$ cat config.mk
export PLATFORM = sky130hd
export DESIGN_NAME = id_ex_stage
export DESIGN_NICKNAME = d
export VERILOG_FILES = /design/src/rtl/id_ex_stage.sv
export SDC_FILE = /design/constraint.sdc
export NUM_CORES = 1
export LEC_CHECK = 0
export BUFFER_PORTS_ARGS = -buffer_cell sky130_fd_sc_hd__buf_4
export CORE_MARGIN = 10
export CORE_UTILIZATION = 50
export CTS_CLUSTER_SIZE = 30
export DETAILED_ROUTE_END_ITERATION = 7
export HOLD_SLACK_MARGIN = 0.02
export PLACE_DENSITY_LB_ADDON = 0.2
export SLEW_MARGIN = 5
export SYNTH_ARGS = -nofsm -noshare
export SYNTH_HDL_FRONTEND = slang
export SYNTH_SLANG_ARGS = --single-unit
export TNS_END_PERCENT = 5
$ cat constraint.sdc
create_clock -name clk -period 3.95 [get_ports clk]
set_input_delay 0.395 -clock clk [delete_from_list [all_inputs] [get_ports clk]]
set_output_delay 0.395 -clock clk [all_outputs]
set_load 0.005 [all_outputs]
$ cat src/rtl/id_ex_stage.sv
// Decode stage and ID/EX pipeline register: WB bypass, load-use stall/bubble, flush.
// Optional macro STALL_COUNT_EN adds a saturating stall_count output.
module id_ex_stage #(
  parameter int DATA_W = 16,
  parameter int AW     = 3
) (
  input  logic              clk,
  input  logic              rst,
`ifdef STALL_COUNT_EN
  output logic [15:0]       stall_count,
`endif
  input  logic              if_id_valid,
  input  logic [DATA_W-1:0] if_id_instr,
  input  logic [DATA_W-1:0] if_id_pc,
  output logic [AW-1:0]     rf_read_reg1,
  output logic [AW-1:0]     rf_read_reg2,
  input  logic [DATA_W-1:0] rf_rd1,
  input  logic [DATA_W-1:0] rf_rd2,
  input  logic              wb_reg_write,
  input  logic [AW-1:0]     wb_write_reg,
  input  logic [DATA_W-1:0] wb_write_data,
  input  logic              flush,
  output logic              stall,
  output logic              id_ex_valid,
  output logic [DATA_W-1:0] id_ex_pc,
  output logic [DATA_W-1:0] id_ex_rs_data,
  output logic [DATA_W-1:0] id_ex_rt_data,
  output logic [DATA_W-1:0] id_ex_imm,
  output logic [AW-1:0]     id_ex_rs,
  output logic [AW-1:0]     id_ex_rt,
  output logic [AW-1:0]     id_ex_dest,
  output logic [3:0]        id_ex_op,
  output logic [2:0]        id_ex_funct,
  output logic              id_ex_reg_write,
  output logic              id_ex_mem_read,
  output logic              id_ex_mem_write,
  output logic              id_ex_alu_src,
  output logic              id_ex_branch
);

  localparam logic [3:0] OP_R    = 4'h0;
  localparam logic [3:0] OP_ADDI = 4'h1;
  localparam logic [3:0] OP_LW   = 4'h2;
  localparam logic [3:0] OP_SW   = 4'h3;
  localparam logic [3:0] OP_BEQ  = 4'h4;

  logic [3:0]        op_s;
  logic [AW-1:0]     rs_s, rt_s, rd_s, dest_s;
  logic [2:0]        funct_s;
  logic [DATA_W-1:0] imm_s, rs_data_s, rt_data_s;
  logic              reg_write_raw_s, reg_write_s, mem_read_s, mem_write_s;
  logic              alu_src_s, branch_s, rt_used_s, hazard_s;

  assign op_s         = if_id_instr[15:12];
  assign rs_s         = if_id_instr[11:9];
  assign rt_s         = if_id_instr[8:6];
  assign rd_s         = if_id_instr[5:3];
  assign funct_s      = if_id_instr[2:0];
  assign imm_s        = {{(DATA_W-6){if_id_instr[5]}}, if_id_instr[5:0]};
  assign rf_read_reg1 = rs_s;
  assign rf_read_reg2 = rt_s;

  // Opcode decode into destination and control
  always_comb begin
    dest_s          = {AW{1'b0}};
    reg_write_raw_s = 1'b0;
    mem_read_s      = 1'b0;
    mem_write_s     = 1'b0;
    alu_src_s       = 1'b0;
    branch_s        = 1'b0;
    rt_used_s       = 1'b0;
    case (op_s)
      OP_R:    begin dest_s = rd_s; reg_write_raw_s = 1'b1; rt_used_s = 1'b1; end
      OP_ADDI: begin dest_s = rt_s; reg_write_raw_s = 1'b1; alu_src_s = 1'b1; end
      OP_LW:   begin dest_s = rt_s; reg_write_raw_s = 1'b1; alu_src_s = 1'b1; mem_read_s = 1'b1; end
      OP_SW:   begin mem_write_s = 1'b1; alu_src_s = 1'b1; rt_used_s = 1'b1; end
      OP_BEQ:  begin branch_s = 1'b1; rt_used_s = 1'b1; end
      default: begin dest_s = {AW{1'b0}}; end
    endcase
  end

  assign reg_write_s = reg_write_raw_s & (dest_s != {AW{1'b0}});

  // Operand A: r0 reads as zero, otherwise WB bypass wins over the register file
  always_comb begin
    if (rs_s == {AW{1'b0}}) rs_data_s = {DATA_W{1'b0}};
    else if (wb_reg_write && (wb_write_reg == rs_s)) rs_data_s = wb_write_data;
    else rs_data_s = rf_rd1;
  end

  // Operand B: same rule against rt
  always_comb begin
    if (rt_s == {AW{1'b0}}) rt_data_s = {DATA_W{1'b0}};
    else if (wb_reg_write && (wb_write_reg == rt_s)) rt_data_s = wb_write_data;
    else rt_data_s = rf_rd2;
  end

  assign hazard_s = if_id_valid && id_ex_valid && id_ex_mem_read &&
                    (id_ex_dest != {AW{1'b0}}) &&
                    ((id_ex_dest == rs_s) || (rt_used_s && (id_ex_dest == rt_s)));
  assign stall    = hazard_s & ~flush;

  // ID/EX register; flush or stall inserts a bubble while holding data fields
  always_ff @(posedge clk or posedge rst) begin
    if (rst) begin
      id_ex_valid     <= 1'b0;
      id_ex_pc        <= {DATA_W{1'b0}};
      id_ex_rs_data   <= {DATA_W{1'b0}};
      id_ex_rt_data   <= {DATA_W{1'b0}};
      id_ex_imm       <= {DATA_W{1'b0}};
      id_ex_rs        <= {AW{1'b0}};
      id_ex_rt        <= {AW{1'b0}};
      id_ex_dest      <= {AW{1'b0}};
      id_ex_op        <= 4'h0;
      id_ex_funct     <= 3'h0;
      id_ex_reg_write <= 1'b0;
      id_ex_mem_read  <= 1'b0;
      id_ex_mem_write <= 1'b0;
      id_ex_alu_src   <= 1'b0;
      id_ex_branch    <= 1'b0;
    end else if (flush || hazard_s) begin
      id_ex_valid     <= 1'b0;
      id_ex_reg_write <= 1'b0;
      id_ex_mem_read  <= 1'b0;
      id_ex_mem_write <= 1'b0;
      id_ex_alu_src   <= 1'b0;
      id_ex_branch    <= 1'b0;
    end else begin
      id_ex_valid     <= if_id_valid;
      id_ex_pc        <= if_id_pc;
      id_ex_rs_data   <= rs_data_s;
      id_ex_rt_data   <= rt_data_s;
      id_ex_imm       <= imm_s;
      id_ex_rs        <= rs_s;
      id_ex_rt        <= rt_s;
      id_ex_dest      <= dest_s;
      id_ex_op        <= op_s;
      id_ex_funct     <= funct_s;
      id_ex_reg_write <= reg_write_s & if_id_valid;
      id_ex_mem_read  <= mem_read_s  & if_id_valid;
      id_ex_mem_write <= mem_write_s & if_id_valid;
      id_ex_alu_src   <= alu_src_s   & if_id_valid;
      id_ex_branch    <= branch_s    & if_id_valid;
    end
  end

`ifdef STALL_COUNT_EN
  // Saturating count of bubbles caused by load-use hazards
  always_ff @(posedge clk or posedge rst) begin
    if (rst) begin
      stall_count <= 16'h0000;
    end else if (stall && (stall_count != 16'hFFFF)) begin
      stall_count <= stall_count + 16'h0001;
    end
  end
`endif

endmodule

Word-level counts from Yosys, hierarchy flattened
Cells that the tools add are included.
- flip-flop bits (word level): 76
- word-level logic and storage cells: 66
- equality and inequality tests: 8
- multiplexer cells: 17
- bitwise logic cells: 8
- reduce and logical (&&, ||, !) cells: 18
- operators by type and width (operator ; count):
    $mux W16 ; 4
    $eq A3 B3 Y1 ; 4
    $mux W1 ; 12
    $reduce_or A3 Y1 ; 3
    $eq A4 B2 Y1 const B ; 2
    $and A1 B1 Y1 ; 7
    $logic_and A1 B1 Y1 ; 7
    $logic_not A3 Y1 ; 2
    $pmux W3 S2 ; 1
    $reduce_bool A3 Y1 ; 2
    $eq A4 B1 Y1 const B ; 1
    $eq A4 B3 Y1 const B ; 1
    $logic_not A4 Y1 ; 1
    $logic_or A1 B1 Y1 ; 2
    $reduce_or A2 Y1 ; 1
    $not A1 Y1 ; 1

Depth between registers and ports, before layout
Gate-level depths: netlist of run 1.
- depth after elaboration: 8
- depth in mapped cells: 7
- mapped depth without buffers: 5

Least setup slack after synthesis of run 1
OpenSTA, ideal clock, no wires.
- path kind: in2reg
- start: input if_id_instr[13]
- end: register id_ex_imm[0]
- library setup time: 125 ps
- arrival: 1860 ps
- required time: 3825 ps
- setup slack: 1965 ps
- cell stages on the path: 7
- cell sequence: buf_2 or2_2 o21ai_0 a32o_1 a21oi_4 buf_4 mux2_2
- longest elaborated chain between the ends: 7
- ends and longest elaborated chain (element ; RTL line ; source):
    start: declaration ; 13 ; input logic [DATA_W-1:0] if_id_instr,
    $eq A4 B3 Y1 (tied with other cells) ; 72 ; case (op_s)
    $reduce_or A3 Y1 (no source line) * ; -- ;
    $mux W1 * ; 72 ;
    $logic_and A1 B1 Y1 * ; 100 ; ((id_ex_dest == rs_s) || (rt_used_s && (id_ex_dest == rt_s)));
    $logic_or A1 B1 Y1 * ; 100 ;
    $logic_and A1 B1 Y1 * ; 99 ; (id_ex_dest != {AW{1'b0}}) &&
    $logic_or A1 B1 Y1 * ; 121 ; end else if (flush || hazard_s) begin
    end signal: assignment ; 110 ; id_ex_imm <= {DATA_W{1'b0}};
    end signal: assignment ; 133 ; id_ex_imm <= imm_s;
    end: declaration ; 28 ; output logic [DATA_W-1:0] id_ex_imm,
Mark *: on every way between the ends. The rest lies on a longest branch, timed or not.
A chain may end at the register's enable or synchronous reset.

Final worst setup path of run 1
- start: register id_ex_dest[2]
- end: register id_ex_rt_data[0]
- longest elaborated chain between the ends: 5
- ends and longest elaborated chain (element ; RTL line ; source):
    start: declaration ; 31 ; output logic [AW-1:0] id_ex_dest,
    start signal: assignment ; 113 ; id_ex_dest <= {AW{1'b0}};
    start signal: assignment ; 136 ; id_ex_dest <= dest_s;
    $eq A3 B3 Y1 ; 100 ;
    $logic_and A1 B1 Y1 ; 100 ;
    $logic_or A1 B1 Y1 ; 100 ;
    $logic_and A1 B1 Y1 * ; 99 ;
    $logic_or A1 B1 Y1 * ; 121 ;
    end signal: assignment ; 109 ; id_ex_rt_data <= {DATA_W{1'b0}};
    end signal: assignment ; 132 ; id_ex_rt_data <= rt_data_s;
    end: declaration ; 27 ; output logic [DATA_W-1:0] id_ex_rt_data,
Marked as above.

==> results.sh, run 1 <==
export IMPL_p_leak_nw=2.653
export IMPL_n_fill_cell=517
export IMPL_post_cts_buffers=0
export IMPL_power_frac_seq_pct=47.3
export IMPL_synth_seq_cells=73
export IMPL_critPathCaptureType="flop"
export IMPL_r2r_cells=6
export IMPL_clock_latency_ns=0.33
export IMPL_row_count=30
export IMPL_cp_max_fo=27
export IMPL_synth_ff_type="dfrtp_1"
export IMPL_async_flop_share_pct=100.0
export IMPL_period_needed_ns=2.470
export IMPL_met2_usage_pct=31.81
export IMPL_peakVddDrop_mv=0.2196
export IMPL_status="completed"
export IMPL_ctsResizeCount=0
export IMPL_yosys_warnings=0
export IMPL_seq_area_frac_synth_pct=50.43
export IMPL_finalSetupViolCount=0
export IMPL_cts_tree="done"
export IMPL_nets=537
export IMPL_synth_edf_count=0
export IMPL_power_switching_mw=0.4909
export IMPL_hp_class="in2async"
export IMPL_syn_avg_cell_area_um2=12.58
export IMPL_clock_sinks=73
export IMPL_track_usage_pct=18.80
export IMPL_clock_skew_ns=0.007776
export IMPL_netlist_instances=288
export IMPL_synth_top_family_by_area="multiplexers"
export IMPL_critPathRequiredTime_ns=4.16
export IMPL_switching_share_pct=26.60
export IMPL_path_class="reg2reg"
export IMPL_die_h_um=105.1
export IMPL_rsz0062_at_grt="false"
export IMPL_reg2reg_setup_slack_ns=1.48
export IMPL_syn2layout_area_growth_pct=39.90
export IMPL_port_buffers=180
export IMPL_cap_violations=0
export IMPL_drive_above_1_share_pct=58.59
export IMPL_internal_power_mw=1.354
export IMPL_dr_total_vias=2805
export IMPL_tns_ns=0
export IMPL_r2r_end="id_ex_rt_data[0]$_DFFE_PP0P_"
export IMPL_routed_via_density=5.100
export IMPL_place_congestion=0.7933
export IMPL_dieArea_um2=11050
export IMPL_finalHoldViolCount=0
export IMPL_start_kind="flop"
export IMPL_met1_usage_pct=20.98
export IMPL_ys_types=30
export IMPL_total_power_mw=1.845
export IMPL_r2r_start="id_ex_dest[2]$_DFFE_PP0P_"
export IMPL_io_pins=181
export IMPL_synth_adder_area_share_pct=0
export IMPL_yosys_area_share_simple_pct=7.841
export IMPL_worst_pin_slew_ns=1.061
export IMPL_syn_nets=376
export IMPL_firstDrtPassIters=4
export IMPL_start_util_pct=52.45
export IMPL_pwr_share_comb_pct=23.8
export IMPL_drv_slew=0
export IMPL_synth_xor_area_share_pct=2.902
export IMPL_die_w_um=105.1
export IMPL_cts_root_buf="clkbuf_8"
export IMPL_coreArea_um2=6907
export IMPL_ant_nets=0
export IMPL_grt_pass1_wl_um=16750
export IMPL_finalCritPeriodShare_pct=62.52
export IMPL_synth_compound_area_share_pct=1.554
export IMPL_wire_per_inst_um=19.10
export IMPL_grt_max_degree=43
export IMPL_fmax_ghz=0.4049
export IMPL_synth_area_um2=3622
export IMPL_grt_busiest_layer="met2"
export IMPL_cts_max_path_buffers=2
export IMPL_met3_usage_pct=7.862
export IMPL_htree_levels=3
export IMPL_num_antenna_cells=0
export IMPL_relSlewSlack_pct=28.86
export IMPL_muxShareOfSynthArea_pct=30.50
export IMPL_numCtsBuffers=9
export IMPL_antenna_found_initial=0
export IMPL_p_per_area_nw_per_um2=364.2
export IMPL_fin_hold_ws_ns=0.1593
export IMPL_grt_pass1_vias=3166
export IMPL_cts_hold_fix_buffers=0
export IMPL_hpwlAfterDp_um=8305
export IMPL_path_clk_slew_ns=0.08
export IMPL_drc=0
export IMPL_wirelength_um=10500
export IMPL_drt_iter0_markers=56
export IMPL_pwr_share_clk_pct=28.9
export IMPL_critical_path_arrival_ns=2.68
export IMPL_grt_overflow_total=0
power by group through the flow:
stage	logic, mW	clock network, mW	registers [mW]
3_3_place_gp	0.438	0	0.883
5_1_grt	0.481	0.576	0.885
4_1_cts	0.449	0.547	0.873
3_5_place_dp	0.449	0	0.887
6_report	0.440	0.533	0.872
2_1_floorplan	0.193	0	0.888
critical path: stages, from the launching register on:
cell and delay [ns]:
dfrtp_1 0.47, xor2_1 0.18, nor4_1 0.07, a32o_1 0.25
a21oi_4 0.52, buf_4 0.46, mux2_2 0.38
sequential cells by signal (all words and copies together) (netlist names):
signal	flops
id_ex_rs_data	16
id_ex_rt	3
id_ex_branch	1
id_ex_rs	3
id_ex_reg_write	1
id_ex_alu_src	1
id_ex_pc	16
id_ex_op	4
id_ex_valid	1
id_ex_imm	6
id_ex_rt_data	16
id_ex_mem_write	1
id_ex_mem_read	1
id_ex_dest	3
through the flow:
| stage | worst slack (ns) | cells | util, % | instance area [um2] |
|---|---|---|---|---|
| after floorplan | 1.702 | 288 | - | 3622 |
| final | 1.480 | 550 | 73.37 | 5067 |
| after global placement | 1.455 | 534 | 70.72 | 4885 |
| after detailed placement | 1.395 | 534 | 70.72 | 4885 |
| after CTS | 1.482 | 550 | 73.37 | 5067 |
| after global routing | 1.302 | 550 | 73.37 | 5067 |
layout by cell type (no fill, tap or decap):
cell        instances
buf_4             183
dfrtp_1            73
mux2_2             61
nor2_1             38
mux2i_1            35
clkbuf_8           11
xnor2_1             9
mux2_1              6
nor3_1              5
xor2_1              3
a21oi_1             3
and3_1              3
clkinvlp_4          3
nor3_2              2
nand4_2             2
nand2_1             2
nand3_1             1
nor4_1              1
or2_2               1
o21ai_0             1
a32o_1              1
a21oi_4             1
nor2b_1             1
nor3b_1             1
and4_1              1
nor4b_1             1
o311a_1             1
and2_1              1
inv_2               1
clkinv_2            1
clkbuf_1            1
layout make-up:
cell class / instances / area (um2) / share of cell area, %
Inverter: 1 / 3.754 / 0.07407
Clock inverter: 4 / 27.53 / 0.5432
Sequential cell: 73 / 1827 / 36.05
Tap cell: 96 / 120.1 / 2.370
Multi-Input combinational cell: 181 / 1560 / 30.79
Timing Repair Buffer: 183 / 1374 / 27.11
Clock buffer: 12 / 155.1 / 3.062
metal layers:
metal	share of wire (%)	vias up	wire, um
met1	38	1369	4020
met4	1.1	0	118
met5	0	-	0
met3	10	9	1051
li1	-	1299	-
met2	51	128	5312
cell families after synthesis:
| kind of cell | Yosys count |
|---|---|
| flip-flops | 73 |
| XOR/XNOR | 12 |
| buffers and inverters | 34 |
| AND/OR/NAND/NOR | 60 |
| multiplexers | 102 |
| AO/OA/AOI/OAI | 7 |
synthesized netlist by cell type (all sizes together), types with 2 or more instances:
cell,n,area [um2]
clkbuf,2,7.510
nand4,2,25.02
a21oi,4,31.28
xor2,3,26.28
buf,31,234.0
mux2i,35,350.3
dfrtp,73,1827
xnor2,9,78.83
nand2,2,7.510
mux2,67,754.5
nor2,38,142.6
nor3,7,35.03
and3,3,18.77
how the worst max path moves through the flow:
| stage | depth (start not counted) | end | slack, ns | startpoint |
|---|---|---|---|---|
| 6_report | 6 | id_ex_rt_data[0]$_DFFE_PP0P_ | 1.48 | id_ex_dest[2]$_DFFE_PP0P_ |
| 5_1_grt | 6 | id_ex_rt_data[0]$_DFFE_PP0P_ | 1.30 | id_ex_dest[0]$_DFFE_PP0P_ |
| 4_1_cts | 6 | id_ex_rt_data[0]$_DFFE_PP0P_ | 1.48 | id_ex_dest[2]$_DFFE_PP0P_ |
| 3_5_place_dp | 7 | id_ex_rs_data[0]$_DFFE_PP0P_ | 1.40 | if_id_instr[13] |
| 3_3_place_gp | 7 | id_ex_rs_data[8]$_DFFE_PP0P_ | 1.45 | if_id_instr[8] |
| 2_1_floorplan | 1 | id_ex_alu_src$_DFF_PP0_ | 1.70 | rst |
Note: power is estimated with default switching activity, not from simulation.
==> run 2: changes to the inputs <==
--- a/config.mk
+++ b/config.mk
@@ -5,9 +5,10 @@
 export SDC_FILE = /design/constraint.sdc
 export NUM_CORES = 1
 export LEC_CHECK = 0
+export ABC_AREA = 1
 export BUFFER_PORTS_ARGS = -buffer_cell sky130_fd_sc_hd__buf_4
 export CORE_MARGIN = 10
-export CORE_UTILIZATION = 50
+export CORE_UTILIZATION = 43
 export CTS_CLUSTER_SIZE = 30
 export DETAILED_ROUTE_END_ITERATION = 7
 export HOLD_SLACK_MARGIN = 0.02
==> constraint.sdc (replaced) <==
create_clock -name clk -period 2 [get_ports clk]
set_input_delay 0.2 -clock clk [delete_from_list [all_inputs] [get_ports clk]]
set_output_delay 0.2 -clock clk [all_outputs]
set_load 0.005 [all_outputs]
==> run 2 against run 1 <==
  * Sequential share of layout area shrank 2.8 points
  * Worst setup slack lost 1.3 ns
  * Synthesized cell count grew 99%
  * Cell area grew 8.6%
  * Area after synthesis grew 8.8%
  * Utilization shrank 11 points
  * Critical endpoint is now stall
  * Power grew 110%
==> results.sh, run 2 <==
export IMPL_status="completed"
export IMPL_stdcell_count=843
export IMPL_muxShareOfSynthArea_pct=0
export IMPL_wirelength_um=13040
export IMPL_clock_sinks=73
export IMPL_drt_iter0_markers=187
export IMPL_finish_utilization_pct=62.52
export IMPL_cts_tree="done"
export IMPL_worst_pin_slew_ns=0.5962
export IMPL_cp_max_fo=9
export IMPL_switching_share_pct=27.30
export IMPL_grt_max_degree=38
export IMPL_coreArea_um2=8806
export IMPL_hp_class="in2reg"
export IMPL_synth_seq_cells=73
export IMPL_relSlewSlack_pct=60.16
export IMPL_ys_types=18
export IMPL_async_flop_share_pct=100.0
export IMPL_rsz0062_at_grt="false"
export IMPL_ys_top_cells_by_area="dfrtp_1 (46%), nand2_1 (22%), nand3_1 (9.3%)"
export IMPL_die_w_um=115.8
export IMPL_synth_ff_type="dfrtp_1"
export IMPL_hp_start="if_id_instr[0]"
export IMPL_critPathCaptureType="primary output"
export IMPL_port_buffers=180
export IMPL_finalHoldViolCount=0
export IMPL_num_antenna_cells=0
export IMPL_critPathRequiredTime_ns=1.80
export IMPL_reg_top3="id_ex_pc x16, id_ex_rs_data x16, id_ex_rt_data x16"
export IMPL_cpMaxStageDelayCell="dfrtp_2"
export IMPL_die_h_um=115.8
export IMPL_yosysTopAreaCellShare_pct=46.33
export IMPL_p_leak_nw=3.339
export IMPL_internal_power_mw=2.798
export IMPL_yosys_warnings=0
export IMPL_clock_latency_ns=0.34
export IMPL_nets=818
export IMPL_synth_xor_area_share_pct=0.8886
export IMPL_track_usage_pct=18.89
export IMPL_place_congestion=0.9210
export IMPL_cts_max_path_buffers=2
export IMPL_critPathLaunch="id_ex_dest[2]$_DFFE_PP0P_"
export IMPL_io_pins=181
export IMPL_synth_compound_area_share_pct=0.3808
export IMPL_finalSetupViolCount=0
export IMPL_pwr_share_clk_pct=33.4
export IMPL_power_frac_seq_pct=44.3
export IMPL_cp_common_cell="nand2_1"
export IMPL_cap_violations=0
export IMPL_synth_top_family_by_area="simple AND/OR/NAND/NOR gates"
export IMPL_syn_avg_cell_area_um2=6.869
export IMPL_layout_commonest_cell="nand2_1"
export IMPL_hpwlAfterDp_um=10150
export IMPL_synth_area_um2=3943
export IMPL_dp_cells=826
export IMPL_peakVddDrop_mv=0.4143
export IMPL_power_switching_mw=1.051
export IMPL_row_count=34
export IMPL_numCtsBuffers=9
export IMPL_start_util_pct=44.77
export IMPL_grt_pass1_wl_um=20310
export IMPL_final_cell_mix="nand2_1 (236), buf_4 (188), nor2_1 (84)"
export IMPL_synth_most_common_cell="nand2_1"
export IMPL_crit_path_max_incr_delay_ns=0.43
export IMPL_postLayoutCellArea_um2=5505
export IMPL_p_per_area_nw_per_um2=699.2
export IMPL_clock_skew_ns=0.01010
export IMPL_syn_nets=662
export IMPL_synth_edf_count=0
export IMPL_wire_per_inst_um=15.47
export IMPL_pwr_share_comb_pct=22.4
export IMPL_cts_root_buf="clkbuf_8"
export IMPL_dr_total_vias=4097
export IMPL_place_area_um2=5269
export IMPL_finalCritPeriodShare_pct=90.93
export IMPL_critical_path_arrival_ns=1.62
export IMPL_period_needed_ns=1.819
export IMPL_syn2layout_area_growth_pct=39.64
export IMPL_tns_ns=0
export IMPL_drv_slew=0
export IMPL_grt_overflow_total=0
export IMPL_yosys_area_share_simple_pct=40.34
export IMPL_ant_nets=0
export IMPL_synth_adder_area_share_pct=0
export IMPL_start_kind="flop"
export IMPL_r2r_start="id_ex_dest[1]$_DFFE_PP0P_"
export IMPL_fin_hold_ws_ns=0.08546
export IMPL_htree_levels=3
export IMPL_routed_via_density=4.860
export IMPL_crit_chain="inv_1 -> nand2_1 -> nand2_1 -> nor2_1 -> nand3_1 -> nand2_1 -> nand2_2 -> buf_6 -> nor2_1 -> buf_4"
export IMPL_path_clk_slew_ns=0.08
export IMPL_seq_area_frac_synth_pct=46.33
export IMPL_netlist_instances=574
export IMPL_fmax_ghz=0.5499
export IMPL_synthTopCellsByCount="nand2_1 (236), nor2_1 (84), dfrtp_1 (73), nand3_1 (73), inv_1 (47)"
export IMPL_firstDrtPassIters=5
export IMPL_grt_pass1_vias=4001
export IMPL_antenna_found_initial=0
export IMPL_path_class="reg2out"
export IMPL_synth_top_cell_by_area="dfrtp_1"
export IMPL_drc=0
export IMPL_dieArea_um2=13400
export IMPL_drive_above_1_share_pct=29.12
run 2: changes by cell type after synthesis, sizes merged, moves of 4 or more:
cell / previous run / this run
mux2i: 35 / 0
nor3: 7 / 1
inv: 1 / 48
mux2: 67 / 0
clkbuf: 2 / 13
nand2: 2 / 238
nand3: 1 / 73
nor2: 38 / 84
buf: 31 / 35
xnor2: 9 / 4
run 2: critical path, delay by kind of cell, from the launching register on:
kind / cells / cell delay (ns)
buffers and inverters: 3 / 0.33
flip-flops: 1 / 0.43
AND/OR/NAND/NOR: 7 / 0.52
run 2: final timing paths:
| path | to | cells after the start | slack [ns] |
|---|---|---|---|
| max | stall | 10 | 0.18 |
| min | id_ex_imm[0]$_DFFE_PP0P_ | 3 | 0.09 |
| max reg2reg | id_ex_branch$_DFF_PP0_ | 10 | 0.31 |
| min reg2reg | id_ex_rs[2]$_DFFE_PP0P_ | 2 | 0.48 |
| max in group asynchronous | id_ex_dest[2]$_DFFE_PP0P_ | 4 | 0.90 |
| min in group asynchronous | id_ex_imm[2]$_DFFE_PP0P_ | 3 | 0.47 |
run 2: cells by family (layout without fill, tap and decap cells):
logic type / count (synthesis) / after routing
compound gates: 3 / 3
flops: 73 / 73
xor+xnor: 4 / 4
buf+inv: 97 / 258
simple gates: 397 / 397
run 2: repair_timing:
item / in CTS / in global routing
hold buffers: 1 / 0
endpoints found under the hold margin: 22 / 0
resized for setup: 0 / 3
setup endpoints to repair: 0 / 1
setup buffers: 0 / 0
run 2: power groups by stage:
stage                     sequential (mW)  clock, mW  combinational (mW)
after detailed placement             1.73          0               0.875
after global routing                 1.72       1.39               0.964
after global placement               1.73          0               0.862
final                                1.70       1.28               0.861
after floorplan                      1.73          0               0.375
after CTS                            1.70       1.31               0.878
run 2: per-layer routing:
metal / part of all wire, % / GRT usage, % / vias to the layer above / wire [um]
li1: - / - / 2028 / -
met1: 41 / 23.01 / 1889 / 5288
met2: 49 / 31.92 / 157 / 6446
met3: 8.4 / 5.323 / 23 / 1089
met4: 1.7 / 5.588 / 0 / 218
met5: 0 / 0 / - / 0
run 2: layout make-up:
class | instances | area, um2
Fill cell | 856 | 3301
Sequential cell | 73 | 1829
Multi-Input combinational cell | 404 | 1640
Timing Repair Buffer | 193 | 1493
Inverter | 49 | 187.7
Clock buffer | 11 | 141.4
Tap cell | 108 | 135.1
Clock inverter | 5 | 78.83
run 2: metrics by stage:
step	total power, mW	setup slack [ns]
after global placement	2.588	0.4103
final	3.849	0.1814
after CTS	3.895	0.1144
after detailed placement	2.604	0.2974
after floorplan	2.105	0.6222
after global routing	4.076	0.01697
